--- src/rtl/mem_stage_sram_ctrl.sv ---
// MEM-stage controller: performs 32-bit loads/stores on a 16-bit SRAM in two
// half-word phases, holding ready low so the pipeline freezes meanwhile.
module mem_stage_sram_ctrl #(
   parameter int ADDR_OFFSET   = 1024,
   parameter int SRAM_AW       = 18,
   parameter int ACCESS_CYCLES = 2
) (
   input  logic               clk,
   input  logic               rst,
   input  logic               mem_r_en,
   input  logic               mem_w_en,
   input  logic [31:0]        alu_result,
   input  logic [31:0]        st_val,
   output logic               ready,
   output logic [31:0]        read_data,
   output logic [SRAM_AW-1:0] sram_addr,
   output logic [15:0]        sram_dq_out,
   input  logic [15:0]        sram_dq_in,
   output logic               sram_dq_oe,
   output logic               sram_we_n
);

   localparam int CW = (ACCESS_CYCLES > 1) ? $clog2(ACCESS_CYCLES) : 1;

   typedef enum logic [2:0] {IDLE, WR_LO, WR_HI, RD_LO, RD_HI, DONE} state_t;

   state_t             state_q, state_d;
   logic [CW-1:0]      cnt_q, cnt_d;
   logic [SRAM_AW-1:0] base_q, base_d;
   logic [31:0]        st_val_q, st_val_d;
   logic [31:0]        read_data_q, read_data_d;
   logic [SRAM_AW-1:0] sram_addr_q, sram_addr_d;
   logic [15:0]        sram_dq_out_q, sram_dq_out_d;
   logic               sram_dq_oe_q, sram_dq_oe_d;
   logic               sram_we_n_q, sram_we_n_d;

   logic               req;
   logic               last;
   logic [31:0]        off;
   logic [SRAM_AW-1:0] base_now;
   logic               unused_off_bits;

   assign req             = mem_r_en | mem_w_en;
   assign last            = (cnt_q == CW'(ACCESS_CYCLES - 1));
   assign off             = alu_result - 32'(ADDR_OFFSET);
   assign base_now        = {off[SRAM_AW:2], 1'b0};
   assign unused_off_bits = ^{off[31:SRAM_AW+1], off[1:0]};

   assign ready = !(((state_q == IDLE) && req) || (state_q == WR_LO) || (state_q == WR_HI) ||
                    (state_q == RD_LO) || (state_q == RD_HI));

   assign read_data   = read_data_q;
   assign sram_addr   = sram_addr_q;
   assign sram_dq_out = sram_dq_out_q;
   assign sram_dq_oe  = sram_dq_oe_q;
   assign sram_we_n   = sram_we_n_q;

   // Pin values for the next phase are loaded on the edge that enters it, so
   // they stay stable for the whole phase.
   always_comb begin
      state_d       = state_q;
      cnt_d         = cnt_q;
      base_d        = base_q;
      st_val_d      = st_val_q;
      read_data_d   = read_data_q;
      sram_addr_d   = sram_addr_q;
      sram_dq_out_d = sram_dq_out_q;
      sram_dq_oe_d  = sram_dq_oe_q;
      sram_we_n_d   = sram_we_n_q;
      case (state_q)
         IDLE: begin
            cnt_d = '0;
            if (req) begin
               base_d      = base_now;
               st_val_d    = st_val;
               sram_addr_d = base_now;
               if (mem_w_en) begin
                  state_d       = WR_LO;
                  sram_dq_out_d = st_val[15:0];
                  sram_we_n_d   = 1'b0;
                  sram_dq_oe_d  = 1'b1;
               end else begin
                  state_d      = RD_LO;
                  sram_we_n_d  = 1'b1;
                  sram_dq_oe_d = 1'b0;
               end
            end
         end
         WR_LO: begin
            cnt_d = cnt_q + CW'(1);
            if (last) begin
               state_d       = WR_HI;
               cnt_d         = '0;
               sram_addr_d   = base_q + SRAM_AW'(1);
               sram_dq_out_d = st_val_q[31:16];
            end
         end
         WR_HI: begin
            cnt_d = cnt_q + CW'(1);
            if (last) begin
               state_d      = DONE;
               cnt_d        = '0;
               sram_we_n_d  = 1'b1;
               sram_dq_oe_d = 1'b0;
            end
         end
         RD_LO: begin
            cnt_d = cnt_q + CW'(1);
            if (last) begin
               state_d           = RD_HI;
               cnt_d             = '0;
               read_data_d[15:0] = sram_dq_in;
               sram_addr_d       = base_q + SRAM_AW'(1);
            end
         end
         RD_HI: begin
            cnt_d = cnt_q + CW'(1);
            if (last) begin
               state_d            = DONE;
               cnt_d              = '0;
               read_data_d[31:16] = sram_dq_in;
               sram_we_n_d        = 1'b1;
               sram_dq_oe_d       = 1'b0;
            end
         end
         DONE: begin
            state_d = IDLE;
            cnt_d   = '0;
         end
         default: begin
            state_d      = IDLE;
            cnt_d        = '0;
            sram_we_n_d  = 1'b1;
            sram_dq_oe_d = 1'b0;
         end
      endcase
   end

   always_ff @(posedge clk) begin
      if (!rst) begin
         state_q       <= IDLE;
         cnt_q         <= '0;
         base_q        <= '0;
         st_val_q      <= '0;
         read_data_q   <= '0;
         sram_addr_q   <= '0;
         sram_dq_out_q <= '0;
         sram_dq_oe_q  <= 1'b0;
         sram_we_n_q   <= 1'b1;
      end else begin
         state_q       <= state_d;
         cnt_q         <= cnt_d;
         base_q        <= base_d;
         st_val_q      <= st_val_d;
         read_data_q   <= read_data_d;
         sram_addr_q   <= sram_addr_d;
         sram_dq_out_q <= sram_dq_out_d;
         sram_dq_oe_q  <= sram_dq_oe_d;
         sram_we_n_q   <= sram_we_n_d;
      end
   end

endmodule
--- config.mk ---
export PLATFORM = sky130hd
export DESIGN_NAME = mem_stage_sram_ctrl
export DESIGN_NICKNAME = d
export VERILOG_FILES = /design/src/rtl/mem_stage_sram_ctrl.sv
export SDC_FILE = /design/constraint.sdc
export NUM_CORES = 1
export LEC_CHECK = 0
export ABC_AREA = 1
export BUFFER_PORTS_ARGS = -buffer_cell sky130_fd_sc_hd__buf_2
export CORE_ASPECT_RATIO = 1.75
export CORE_MARGIN = 3
export CORE_UTILIZATION = 35
export CTS_CLUSTER_SIZE = 10
export DETAILED_ROUTE_END_ITERATION = 8
export MAX_ROUTING_LAYER = met4
export SLEW_MARGIN = 20
export SYNTH_ARGS = -nofsm -noshare
export SYNTH_HDL_FRONTEND = slang
export SYNTH_SLANG_ARGS = --single-unit
--- constraint.sdc ---
create_clock -name clk -period 1.2 [get_ports clk]
set_input_delay 0.12 -clock clk [delete_from_list [all_inputs] [get_ports clk]]
set_output_delay 0.12 -clock clk [all_outputs]
set_load 0.01 [all_outputs]
### Word level (Yosys, flattened, before mapping)

Index checks and enable logic that the tools add are counted.

| storage, ports and cells | value |
|---|---|
| bits in registers | 121 |
| bits in latches | 0 |
| bits in writable memories | 0 |
| ROM bits | 0 |
| input port bits | 84 |
| output and inout port bits | 69 |
| logic and storage cells | 70 |
| memories kept | 0 |

| cells by class | value |
|---|---|
| add/subtract/negate cells | 3 |
| multipliers | 0 |
| divide/modulo/power cells | 0 |
| magnitude comparators | 0 |
| eq/ne operators | 11 |
| shift operators | 0 |
| multiplexer cells | 21 |
| bitwise logic cells | 4 |
| reductions and logical operators | 21 |

Operator list:

| cell | count |
|---|---|
| two-way mux 16 bit | 3 |
| two-way mux 18 bit | 2 |
| one-hot mux 18 bit (2 select lines) | 1 |
| one-hot mux 16 bit (2 select lines) | 1 |
| subtractor 19 x 11 -> 19 bit (second input constant) | 1 |
| adder 18 x 1 -> 18 bit (second input constant) | 1 |
| two-way mux 3 bit | 4 |
| one-hot mux 3 bit (4 select lines) | 1 |
| != test 2 bit (second input constant) | 4 |
| AND reduction 4 bit | 2 |
| equality test 3 x 2 -> 1 bit (second input constant) | 2 |
| equality test 3 bit (second input constant) | 2 |
| two-way mux 1 bit | 6 |
| one-hot mux 1 bit (3 select lines) | 2 |
| AND reduction 2 bit | 3 |
| AND reduction 3 bit | 2 |
| OR reduction 3 bit | 2 |
| logical OR 1 bit | 4 |
| != test 2 x 1 -> 1 bit (second input constant) | 2 |
| nonzero test 2 bit | 2 |
| OR reduction 2 bit | 2 |
| OR reduction 4 bit | 1 |
| equality test 3 x 1 -> 1 bit (second input constant) | 1 |
| logical NOT 3 bit | 1 |
| 6 further kinds | 8 |

### Longest topological paths before layout

| logic depth | value |
|---|---|
| word-level depth | 7 |
| mapped depth | 10 |
| gate-level depth less buffers | 9 |

### Worst setup path before layout

Ideal clock, no wire load.

| timing path | value |
|---|---|
| kind | reg-to-reg |
| from | register state_q[0] |
| to | register sram_addr_q[1], in the netlist sram_addr[1] |
| library setup time | 0.116 ns |
| data arrival time | 1.168 ns |
| required time | 1.084 ns |
| setup slack | -0.084 ns |
| stages on the path, launching flop included | 11 |
| path buffers | 3 |
| period minus slack after synthesis | 1.284 ns |
| path through | dfxtp_1 buf_6 nand2_4 nor2_2 buf_6 inv_2 nand2_2 clkinv_2 buf_6 nor2_1 nor2_1 |

| on the way | value |
|---|---|
| cells in the longest elaborated chain, start to end | 4 |
| elaborated cells on any way between the ends | 9 |
| those cells by class | eq/ne: 4; mux: 1; reduce/logical: 4 |

Ends and longest elaborated chain:

| element | line | source |
|---|---|---|
| from (decl) | 27 | `state_t state_q, state_d;` |
| from (signal assigned) | 151 | `state_q <= state_d;` |
| equality test 3 x 1 -> 1 bit / equality test 3 x 2 -> 1 bit (equally long branches) | 70 | `case (state_q)` |
| OR reduction 2 bit (no line) | -- |  |
| != test 2 x 1 -> 1 bit (no line) / nonzero test 2 bit (equally long branches) | -- |  |
| AND reduction 3 bit (no line) | -- |  |
| to (signal assigned) | 156 | `sram_addr_q <= sram_addr_d;` |
| to (decl) | 32 | `logic [SRAM_AW-1:0] sram_addr_q, sram_addr_d;` |

Parallel ways exist; a longest one is shown, timed or not.
A chain may end at the register's enable or synchronous reset.

### Worst setup path after layout

| timing path | value |
|---|---|
| from | register state_q[2] |
| to | output ready |

| on the way | value |
|---|---|
| cells in the longest elaborated chain, start to end | 7 |
| elaborated cells on any way between the ends | 11 |
| those cells by class | eq/ne: 4; reduce/logical: 7 |

Ends and longest elaborated chain:

| element | line | source |
|---|---|---|
| logical NOT 3 bit | 49 | `assign ready = !(((state_q == IDLE) && req) \|\| (state_q == WR_LO) \|\| (state_q == WR_HI) \|\|` |
| logical AND 1 bit | 49 |  |
| logical OR 1 bit (3 in series) | 49 |  |
| logical OR 1 bit * | 50 | `(state_q == RD_LO) \|\| (state_q == RD_HI));` |
| logical NOT 1 bit * | 49 |  |
| to (decl) | 14 | `output logic ready,` |

Every way passes the cells marked *; elsewhere a longest branch is shown, timed or not.

==> metrics.txt <==
status=complete, but fails checks; violated checks=setup timing; first-pass GRT wire length=21500 µm; cts bufs inserted=9; Comb power frac=between 40% and 50%; clock slew at reported path FFs=~0.070 ns; vias post-DR=4511; r2r worst-path depth=9; PwrDens=2240 mW/mm²; fin nets=849; final setup margin=-0.202 ns; initial antenna violation count=0; Area contributors post-synth=dfxtp_1 48%, o21ai_0 12%, nor2_1 9.1%; global route total overflow=0; Data arrival, critical path=between 1 and 1.5 ns; max_slew headroom=a little under two thirds; Area Overhead vs Synth=45.1%; CP startpoint kind=flop; Synth cell types=25; critical path class=reg2out; share of the synthesized area in the top cell type=48.4%; Syn Nets=roughly 700; Leak=2.89 nW; drt total wl=~14000 µm; setup_tns=-12.74 ns; post-place setup slack=-0.203 ns; pin count of the biggest net entering global routing=50; Tcrit/Tclk final=117%; clock share of power=21.0%; die area=0.0138 mm²; Net Sw Frac=38.5%; number of global-route vias before repair=4398; Starting Density=36.0%; max-slew violations=0; net switching power=5.44 mW; number of vias per cell=4.84; mean post-synth cell area=about 7 µm²; CTS max path bufs=2; Die Ht=about 150 µm; FF-to-FF End=read_data[28]; met2 usage=34.7%; Yosys warning count=0; CP required=approximately 1.1 ns; setup violators final=106; number of synthesized register bits=105; worst hold path cell count=3; met1 global-route usage=21.7%; post-synthesis cell count=~600; htree depth=3; Placer Congestion=0.838; worst-skew pair later-pin latency=0.35 ns; mapped cell area=0.00435 mm²; f_max=around 700 MHz; CTS sink cnt=105; met3 Resource Use GR=3.79%; GR peak layer=met2; hpwl dp=8970 µm; register area share after synthesis=48.4%; Min-Delay Endpoint=read_data[25]; FILL cells=1214; Die W=90.2 µm; ANT nets after route=0; # DRC=0; Hold WS=0.0195 ns; RSZ-0062 raised after global routing=yes; cell taking the most area after synthesis=dfxtp_1; final hold viol count=0; hold crit path type=in2reg; worst r2r src=state_q[1]; crit path max fanout=4; max-cap violations=0; IO Pins=153; drt wl/cell=14.5 µm; Worst R2R Setup Slack=-0.20 ns; crit end category=output port; initial DRC count=between 150 and 200; internal power=8.70 mW; Seq pwr share=between 30% and 40%; Max VDD drop=0.00108 V; port bufs=approximately 140; clk_skew=around 0.01 ns; CTS root buf=clkbuf_16; n_diodes=0; num rows=53; crit path time final=between 1 and 1.5 ns; iteration count of the initial detailed-routing pass=4; core box area=about 0.012 mm²; Worst-Margin Slew=around 0.54 ns; CTS tree=yes; GRT Resource Usage Total=19.7%; layout cells sized above 1=38.3%; hold_sp=sram_dq_in[9]
==> registers in the layout, indices dropped and copies added (netlist names) <==
name and flops:
read_data 32, st_val_q 16, state_q 3, base_q 17
cnt_q 1, sram_addr 18, sram_dq_oe 1, sram_we_n 1
sram_dq_out 16
==> per-stage QoR <==
step / cell area, µm² / std cells / utilization [%] / total power [mW]
6_report: 6310 / 932 / 52.3 / 14.1
5_1_grt: 6310 / 932 / 52.3 / 15.1
4_1_cts: 6160 / 931 / 51.0 / 14.0
3_5_place_dp: 5350 / 900 / 44.3 / 10.1
3_3_place_gp: 5350 / 900 / 44.3 / 10.1
2_1_floorplan: 4390 / 607 / - / 8.20
==> timing repair <==
| item | CTS | global route |
|---|---|---|
| endpoints found under the setup margin | 106 | 106 |
| pin swaps | 16 | 17 |
| hold buffers | 1 | 0 |
| endpoints found under the hold margin | 1 | 0 |
| gates resized for setup | 141 | 52 |
| gates cloned | 5 | 0 |
| setup buffers | 11 | 4 |
==> final cells by class <==
cell class / instances / area (µm²) / area share (%)
repair buffers: 180 / 1150 / 18.3
repair inverters: 1 / 16.3 / 0.258
multi-input cells: 411 / 2270 / 36.1
clock buffers: 10 / 239 / 3.79
well taps: 165 / 206 / 3.27
flip-flops and latches: 105 / 2110 / 33.5
inverters: 56 / 250 / 3.97
clock inverters: 4 / 52.6 / 0.833
==> worst max-delay path, cell delays in order, from the launching register on <==
cell and delay [ns]:
dfxtp_4 0.37, nor2_1 0.17, nand2_2 0.11, nand3_2 0.11, nor2_1 0.04, buf_2 0.14
==> cell families after synthesis <==
family          count (synthesis)  synth area share [%]
fa+ha+maj                       1                 0.288
buf+inv                        92                  9.18
flops                         105                  48.4
xor+xnor                        1                 0.202
compound gates                171                  19.8
simple gates                  237                  22.2
==> power by group through the flow <==
stage,combinational (mW),clock [mW],sequential (mW)
floorplan,3.03,0,5.17
global placement,5.05,0,5.00
detailed placement,5.12,0,5.02
CTS,6.00,3.02,5.00
global route,6.82,3.16,5.10
finish,6.18,2.97,5.00
==> worst max-delay path by stage <==
stage | from | endpoint | slack, ns
6_report | state_q[2] | ready | -0.20
3_3_place_gp | state_q[2] | st_val_q[18] | -0.14
2_1_floorplan | state_q[2] | sram_we_n | -0.04
5_1_grt | state_q[1] | read_data[28] | -0.25
4_1_cts | state_q[2] | ready | -0.19
3_5_place_dp | state_q[0] | read_data[15] | -0.20
==> cell usage after synthesis, drive strengths merged <==
cell	count
nor2	108
o21ai	106
dfxtp	105
nand2	98
a21oi	64
inv	54
nand3	27
clkbuf	19
buf	17
clkinv	2
or2	2
ha	1
nand3b	1
nand4	1
o21bai	1
xor2	1
==> cells in the final DEF (no fill, tap or decap), drive strengths merged <==
cell type    count
a21oi           64
buf            179
bufinv           1
clkbuf          10
clkinv           4
dfxtp          105
dlygate4sd3      1
ha               1
inv             56
nand2           99
nand3           27
nand3b           1
nand4            1
nor2           108
o21ai          106
o21bai           1
or2              2
xor2             1
==> metal layers <==
| layer | up-vias | wire [µm] |
|---|---|---|
| met2 | 117 | 7270 |
| li1 | 2274 | - |
| met5 | - | 0 |
| met1 | 2100 | 5300 |
| met4 | 0 | 290 |
| met3 | 20 | 650 |
(Power assumes the default switching activity.)
